[config.mk]
export PLATFORM = sky130hd
export DESIGN_NAME = stack_sequencer_flat
export DESIGN_NICKNAME = d
export VERILOG_FILES = /design/src/rtl/stack_sequencer_if.sv /design/src/rtl/stack_sequencer.sv /design/src/flat_wrapper.sv
export SDC_FILE = /design/constraint.sdc
export NUM_CORES = 1
export LEC_CHECK = 0
export BUFFER_PORTS_ARGS = -buffer_cell sky130_fd_sc_hd__buf_2
export CAP_MARGIN = 20
export CORE_MARGIN = 8
export CORE_UTILIZATION = 45
export DETAILED_ROUTE_END_ITERATION = 10
export PLACE_DENSITY = 0.85
export SYNTH_ARGS = -nofsm -noshare
export SYNTH_HDL_FRONTEND = slang
export SYNTH_SLANG_ARGS = --single-unit
[constraint.sdc]
create_clock -name CLK -period 4.45 [get_ports CLK]
set_input_delay 0.6675 -clock CLK [delete_from_list [all_inputs] [get_ports CLK]]
set_output_delay 0.6675 -clock CLK [all_outputs]
set_load 0.005 [all_outputs]
[src/rtl/stack_sequencer_if.sv]
// Bus bundle for the stack sequencer: request/operand inputs, scratch RAM port,
// stack pointer register controls and status outputs.
interface stack_sequencer_if;
    logic       start;
    logic [1:0] op;
    logic [9:0] data_in;
    logic [7:0] sp_in;
    logic [9:0] scr_rd;
    logic [7:0] scr_addr;
    logic [9:0] scr_wd;
    logic       scr_we;
    logic       sp_ld;
    logic       sp_incr;
    logic       sp_decr;
    logic [7:0] sp_data;
    logic [9:0] data_out;
    logic       busy;
    logic       done;
    logic [8:0] depth;
    logic       ovf;
    logic       unf;

    modport master (
        output start, op, data_in, sp_in, scr_rd,
        input  scr_addr, scr_wd, scr_we, sp_ld, sp_incr, sp_decr, sp_data,
        input  data_out, busy, done, depth, ovf, unf
    );

    modport slave (
        input  start, op, data_in, sp_in, scr_rd,
        output scr_addr, scr_wd, scr_we, sp_ld, sp_incr, sp_decr, sp_data,
        output data_out, busy, done, depth, ovf, unf
    );
endinterface

[src/rtl/stack_sequencer.sv]
// Push/pop/load sequencer for a descending stack held in scratch RAM, with an
// external stack pointer register, entry depth tracking and sticky OVF/UNF flags.
module stack_sequencer (
    input  logic             CLK,
    input  logic             RST,
    stack_sequencer_if.slave sq
);
    typedef enum logic [2:0] {
        S_IDLE    = 3'd0,
        S_PUSH    = 3'd1,
        S_POP_RD  = 3'd2,
        S_POP_CAP = 3'd3,
        S_LOAD    = 3'd4,
        S_FIN     = 3'd5
    } state_t;

    localparam logic [1:0] OP_PUSH = 2'b01;
    localparam logic [1:0] OP_POP  = 2'b10;
    localparam logic [1:0] OP_LOAD = 2'b11;

    localparam logic [8:0] DEPTH_FULL  = 9'd256;
    localparam logic [8:0] DEPTH_EMPTY = 9'd0;

    // The stack grows downward: the new top lives one below the current pointer.
    function automatic logic [7:0] f_push_addr(input logic [7:0] sp);
        return sp - 8'd1;
    endfunction

    state_t     r_state;
    state_t     w_next_state;
    logic       w_set_ovf;
    logic       w_set_unf;

    logic [7:0] w_scr_addr;
    logic [9:0] w_scr_wd;
    logic       w_scr_we;
    logic       w_sp_ld;
    logic       w_sp_incr;
    logic       w_sp_decr;
    logic [7:0] w_sp_data;
    logic       w_done;
    logic       w_busy;

    logic [7:0] r_scr_addr;
    logic [9:0] r_scr_wd;
    logic       r_scr_we;
    logic       r_sp_ld;
    logic       r_sp_incr;
    logic       r_sp_decr;
    logic [7:0] r_sp_data;
    logic       r_done;
    logic       r_busy;
    logic [9:0] r_data_out;
    logic [8:0] r_depth;
    logic       r_ovf;
    logic       r_unf;

    // State register.
    always_ff @(posedge CLK) begin
        if (RST) begin
            r_state <= S_IDLE;
        end else begin
            r_state <= w_next_state;
        end
    end

    // Next-state logic; requests are only looked at in IDLE, so nothing queues.
    always_comb begin
        w_next_state = r_state;
        w_set_ovf    = 1'b0;
        w_set_unf    = 1'b0;
        case (r_state)
            S_IDLE: begin
                if (sq.start) begin
                    case (sq.op)
                        OP_PUSH: begin
                            if (r_depth == DEPTH_FULL) begin
                                w_set_ovf    = 1'b1;
                                w_next_state = S_FIN;
                            end else begin
                                w_next_state = S_PUSH;
                            end
                        end
                        OP_POP: begin
                            if (r_depth == DEPTH_EMPTY) begin
                                w_set_unf    = 1'b1;
                                w_next_state = S_FIN;
                            end else begin
                                w_next_state = S_POP_RD;
                            end
                        end
                        OP_LOAD: begin
                            w_next_state = S_LOAD;
                        end
                        default: begin
                            w_next_state = S_IDLE;
                        end
                    endcase
                end else begin
                    w_next_state = S_IDLE;
                end
            end
            S_PUSH:    w_next_state = S_FIN;
            S_POP_RD:  w_next_state = S_POP_CAP;
            S_POP_CAP: w_next_state = S_FIN;
            S_LOAD:    w_next_state = S_FIN;
            S_FIN:     w_next_state = S_IDLE;
            default:   w_next_state = S_IDLE;
        endcase
    end

    // Output values for the state being entered; registered below so each
    // output is glitch-free and aligned with the state it belongs to.
    always_comb begin
        w_scr_addr = 8'd0;
        w_scr_wd   = 10'd0;
        w_scr_we   = 1'b0;
        w_sp_ld    = 1'b0;
        w_sp_incr  = 1'b0;
        w_sp_decr  = 1'b0;
        w_sp_data  = 8'd0;
        w_done     = 1'b0;
        w_busy     = (w_next_state != S_IDLE);
        case (w_next_state)
            S_PUSH: begin
                w_scr_addr = f_push_addr(sq.sp_in);
                w_scr_wd   = sq.data_in;
                w_scr_we   = 1'b1;
                w_sp_decr  = 1'b1;
            end
            S_POP_RD: begin
                w_scr_addr = sq.sp_in;
            end
            S_POP_CAP: begin
                w_sp_incr = 1'b1;
            end
            S_LOAD: begin
                w_sp_ld   = 1'b1;
                w_sp_data = sq.data_in[7:0];
            end
            S_FIN: begin
                w_done = 1'b1;
            end
            default: begin
                w_done = 1'b0;
            end
        endcase
    end

    // Output registers.
    always_ff @(posedge CLK) begin
        if (RST) begin
            r_scr_addr <= 8'd0;
            r_scr_wd   <= 10'd0;
            r_scr_we   <= 1'b0;
            r_sp_ld    <= 1'b0;
            r_sp_incr  <= 1'b0;
            r_sp_decr  <= 1'b0;
            r_sp_data  <= 8'd0;
            r_done     <= 1'b0;
            r_busy     <= 1'b0;
        end else begin
            r_scr_addr <= w_scr_addr;
            r_scr_wd   <= w_scr_wd;
            r_scr_we   <= w_scr_we;
            r_sp_ld    <= w_sp_ld;
            r_sp_incr  <= w_sp_incr;
            r_sp_decr  <= w_sp_decr;
            r_sp_data  <= w_sp_data;
            r_done     <= w_done;
            r_busy     <= w_busy;
        end
    end

    // Depth counter, popped-data capture and sticky error flags.
    always_ff @(posedge CLK) begin
        if (RST) begin
            r_depth    <= 9'd0;
            r_data_out <= 10'd0;
            r_ovf      <= 1'b0;
            r_unf      <= 1'b0;
        end else begin
            case (r_state)
                S_PUSH:    r_depth <= r_depth + 9'd1;
                S_POP_CAP: r_depth <= r_depth - 9'd1;
                S_LOAD:    r_depth <= 9'd0;
                default:   r_depth <= r_depth;
            endcase
            if (r_state == S_POP_CAP) begin
                r_data_out <= sq.scr_rd;
            end else begin
                r_data_out <= r_data_out;
            end
            r_ovf <= r_ovf | w_set_ovf;
            r_unf <= r_unf | w_set_unf;
        end
    end

    assign sq.scr_addr = r_scr_addr;
    assign sq.scr_wd   = r_scr_wd;
    assign sq.scr_we   = r_scr_we;
    assign sq.sp_ld    = r_sp_ld;
    assign sq.sp_incr  = r_sp_incr;
    assign sq.sp_decr  = r_sp_decr;
    assign sq.sp_data  = r_sp_data;
    assign sq.data_out = r_data_out;
    assign sq.busy     = r_busy;
    assign sq.done     = r_done;
    assign sq.depth    = r_depth;
    assign sq.ovf      = r_ovf;
    assign sq.unf      = r_unf;
endmodule
[src/flat_wrapper.sv]
// flat-port wrapper written by rule: the top's interface ports become plain ports
module stack_sequencer_flat 
  (CLK, RST, sq_start, sq_op, sq_data_in, sq_sp_in, sq_scr_rd, sq_scr_addr, sq_scr_wd, sq_scr_we, sq_sp_ld, sq_sp_incr, sq_sp_decr, sq_sp_data, sq_data_out, sq_busy, sq_done, sq_depth, sq_ovf, sq_unf);
  stack_sequencer_if sq_i ();
  input  logic CLK;
  input  logic RST;
  input wire logic [$bits(sq_i.start)-1:0] sq_start;
  input wire logic [$bits(sq_i.op)-1:0] sq_op;
  input wire logic [$bits(sq_i.data_in)-1:0] sq_data_in;
  input wire logic [$bits(sq_i.sp_in)-1:0] sq_sp_in;
  input wire logic [$bits(sq_i.scr_rd)-1:0] sq_scr_rd;
  output wire logic [$bits(sq_i.scr_addr)-1:0] sq_scr_addr;
  output wire logic [$bits(sq_i.scr_wd)-1:0] sq_scr_wd;
  output wire logic [$bits(sq_i.scr_we)-1:0] sq_scr_we;
  output wire logic [$bits(sq_i.sp_ld)-1:0] sq_sp_ld;
  output wire logic [$bits(sq_i.sp_incr)-1:0] sq_sp_incr;
  output wire logic [$bits(sq_i.sp_decr)-1:0] sq_sp_decr;
  output wire logic [$bits(sq_i.sp_data)-1:0] sq_sp_data;
  output wire logic [$bits(sq_i.data_out)-1:0] sq_data_out;
  output wire logic [$bits(sq_i.busy)-1:0] sq_busy;
  output wire logic [$bits(sq_i.done)-1:0] sq_done;
  output wire logic [$bits(sq_i.depth)-1:0] sq_depth;
  output wire logic [$bits(sq_i.ovf)-1:0] sq_ovf;
  output wire logic [$bits(sq_i.unf)-1:0] sq_unf;
  assign sq_i.start = sq_start;
  assign sq_i.op = sq_op;
  assign sq_i.data_in = sq_data_in;
  assign sq_i.sp_in = sq_sp_in;
  assign sq_i.scr_rd = sq_scr_rd;
  assign sq_scr_addr = sq_i.scr_addr;
  assign sq_scr_wd = sq_i.scr_wd;
  assign sq_scr_we = sq_i.scr_we;
  assign sq_sp_ld = sq_i.sp_ld;
  assign sq_sp_incr = sq_i.sp_incr;
  assign sq_sp_decr = sq_i.sp_decr;
  assign sq_sp_data = sq_i.sp_data;
  assign sq_data_out = sq_i.data_out;
  assign sq_busy = sq_i.busy;
  assign sq_done = sq_i.done;
  assign sq_depth = sq_i.depth;
  assign sq_ovf = sq_i.ovf;
  assign sq_unf = sq_i.unf;
  stack_sequencer u_core (.CLK(CLK), .RST(RST), .sq(sq_i));
endmodule
==> results.py <==
metrics = {
    "clocking": {
        "cts-buffers-inserted": 5,
        "ctsRootBufferMaster": "clkbuf_8",
        "clock_path_buffers": 2,
        "cts_sinks": 55,
        "clk_pin_slew_ns": 0.10,
        "h-tree-depth": 2,
        "post_cts_buffers": 0,
        "insertion_delay_ns": 0.30,
        "hold_buffers": 0,
        "ctsResizeCount": 0,
        "cts_tree": "done",
    },
    "timing": {
        "tightest_slew_ns": 0.764,
        "slew_headroom_pct": 48.7,
        "finClkSkew_ns": 0.00858,
        "fin_ws_ns": 1.18,
        "period_share_pct": 73.4,
        "rsz0062_at_grt": "false",
        "setup_tns_ns": 0,
        "final_max_slew_viol_count": 0,
        "hold_viol": 0,
        "fin_crit_ns": 3.27,
        "setup_viol_count_final": 0,
        "max_freq_mhz": 306,
    },
    "floorplan": {
        "rows": 26,
        "dieArea_mm2": 0.00780,
        "initial_utilization_pct": 46.4,
        "die_h_um": 88.3,
        "coreArea_mm2": 0.00507,
        "boundaryPins": 86,
        "dieWidth_um": 88.3,
    },
    "worst_setup_path": {
        "critPathMaxFanout": 18,
        "reg2reg_slack_ns": 1.18,
        "start_kind": "register",
        "required_ns": 4.66,
        "worstPathArrival_ns": 3.48,
        "end_kind": "register",
        "critPathKind": "register to register",
    },
    "power_and_ir_drop": {
        "p_per_area_mw_per_mm2": 350,
        "combPwrFrac_pct": 18.6,
        "leakage_nw": 1.39,
        "p_sw_share_pct": 28.3,
        "power.internal_uw": 729,
        "p_clk_share_pct": 27.2,
        "p_seq_share_pct": 54.1,
        "p_sw_uw": 288,
        "ir_drop_v": 0.000175,
    },
    "placed_design": {
        "dp_hpwl_um": 4440,
        "globalplace.congestion": 0.967,
        "numPortBuffers": 85,
        "place_ws_ns": 1.25,
    },
    "yosys": {
        "ys_seq_area_share_pct": 46.8,
        "synth.avg_cell_area_um2": 8.99,
        "synth_cells": 262,
        "yosys_most_used_dff": "dfxtp_1",
        "yosys_warnings": 0,
        "synth.distinct_cells": 50,
        "ys_seq_elements": 55,
        "synth-edff-count": 0,
        "synth_fp_nets": 304,
        "yosys-top-cells-area": "dfxtp_1 47%, and2_1 5.0%, nand2_1 4.9%",
        "synth_top_area_share_pct": 46.8,
        "synth_area_leader_cell": "dfxtp_1",
        "async_flop_share_pct": 0,
        "syn_area_mm2": 0.00235,
    },
    "grt": {
        "grt_max_degree": 30,
        "grt_usage_pct": 14.1,
        "grt_pass1_vias": 1947,
        "grt_pass1_wl_um": 8850,
        "antenna_found_initial": 0,
        "overflow": 0,
    },
    "routing": {
        "wl_met3_um": 378,
        "routed_via_density": 4.96,
        "route.vias.total": 2050,
        "met2_length_um": 2820,
        "topRoutingLayerUsed": "met4",
        "antenna_left": 0,
        "wl_met1_um": 2390,
        "drt_pass1_iterations": 4,
        "route.detailed.drc": 0,
        "wl_per_cell_um": 13.7,
        "drt-initial-drc-count": 75,
        "wl_um": 5670,
    },
    "min_path": {
        "hp-class": "register to register",
    },
    "outcome": {
        "status": "complete, no violations",
    },
    "layout": {
        "fin_nets": 384,
        "ff_latch_area_mm2": 0.00110,
        "fillCellCount": 476,
        "final_util_pct": 57.3,
        "n_antenna_cell": 0,
        "drive_above_1_share_pct": 30.0,
        "multi_input_area_mm2": 0.00115,
        "syn_to_final_growth_pct": 23.4,
    },
    "flow_run": {
        "drv_cap": 0,
    },
}
kinds of logic after synthesis:
family | share of synthesized area (%)
AND/OR/NAND/NOR | 24.0
flip-flops | 46.8
AO/OA/AOI/OAI | 15.1
buffers and inverters | 4.25
XOR/XNOR | 2.98
adder cells (fa/ha/maj) | 5.10
multiplexers | 1.75
state kept, by name (all words and copies together) (netlist names):
signal and flops:
u_core.sq.ovf 1, u_core.sq.sp_incr 1, u_core.sq.sp_data 8, u_core.sq.unf 1
u_core.sq.scr_wd 10, u_core.sq.data_out 10, u_core.sq.scr_addr 8, u_core.sq.depth 9
u_core.sq.scr_we 1, u_core.sq.done 1, u_core.sq.busy 1, u_core.r_state 3
u_core.sq.sp_ld 1
synth_stat cells, types with 2 or more instances:
master	count
a21o_1	2
a21oi_1	23
a22o_1	2
a22oi_1	3
and2_1	19
and3_1	3
buf_2	2
clkbuf_1	9
dfxtp_1	55
ha_1	8
inv_1	10
mux2i_1	3
nand2_1	31
nand2b_1	3
nand3_1	2
nand3b_1	2
nor2_1	28
nor2b_1	2
nor3_1	5
nor4_1	3
nor4_4	2
o21a_1	3
o21ai_0	6
o31ai_1	2
or2_2	2
or3_1	2
xnor2_1	6
xor2_1	2
worst paths after layout:
check | start | to | depth (start not counted)
worst max-delay path | u_core.r_state[0] | u_core.sq.depth[8] | 11
worst min-delay path | u_core.sq.data_out[2] | u_core.sq.data_out[2] | 2
worst max register to register | u_core.r_state[0] | u_core.sq.depth[8] | 11
worst min register to register | u_core.sq.data_out[2] | u_core.sq.data_out[2] | 2
stage by stage:
| step | total power, mW | instances | hold slack (ns) | instance area (um^2) |
|---|---|---|---|---|
| finish | 1.02 | 413 | 0.460 | 2910 |
| global route | 1.08 | 413 | 0.480 | 2910 |
| detailed placement | 0.754 | 405 | 0.446 | 2810 |
| CTS | 1.03 | 413 | 0.460 | 2910 |
| floorplan | 0.678 | 262 | 0.453 | 2350 |
| global placement | 0.750 | 405 | 0.438 | 2810 |
area by class of cell:
cell class	instances	share of cell area, %
Inverter	10	1.29
Clock inverter	3	0.861
Sequential cell	55	37.9
Clock buffer	5	2.37
Tap cell	70	3.01
Timing Repair Buffer	86	14.9
Multi-Input combinational cell	184	39.7
placed cells by master, fill, tap and decap left out, drive strengths merged, types with 2 or more instances in the layout:
master  Yosys  final
buf         4     86
dfxtp      55     55
nand2      32     32
nor2       28     28
a21oi      24     24
and2       19     19
inv        10     12
ha          8      8
o21ai       7      7
xnor2       6      6
nor3        5      5
clkbuf      9      5
nor4        5      5
mux2i       3      3
nand2b      3      3
o21a        3      3
and3        3      3
a22oi       3      3
nor2b       2      2
or2         2      2
xor2        2      2
nand3       2      2
nand3b      2      2
a21o        2      2
or3         2      2
o31ai       2      2
a22o        2      2
critical path, stage by stage (launching register included):
cell     delay, ns
dfxtp_1       0.51
nor2b_1       0.17
buf_4         0.16
nand2_1       0.22
inv_1         0.51
ha_1          0.37
a21oi_1       0.22
o22ai_1       0.15
o41ai_1       0.37
xnor2_1       0.19
a21oi_1       0.09
nor4_1        0.21
power groups by stage:
| stage | Combinational [mW] | Clock, mW | Sequential, mW |
|---|---|---|---|
| 5_1_grt | 0.213 | 0.313 | 0.556 |
| 2_1_floorplan | 0.119 | 0 | 0.559 |
| 3_3_place_gp | 0.189 | 0 | 0.560 |
| 4_1_cts | 0.192 | 0.290 | 0.551 |
| 6_report | 0.190 | 0.277 | 0.550 |
| 3_5_place_dp | 0.192 | 0 | 0.562 |
routing by layer:
metal	up-vias	track usage [%]
met5	-	0
met1	928	16.9
li1	1054	-
met3	6	2.97
met4	0	6.14
met2	62	23.5
Note: power is estimated with default switching activity, not from simulation.
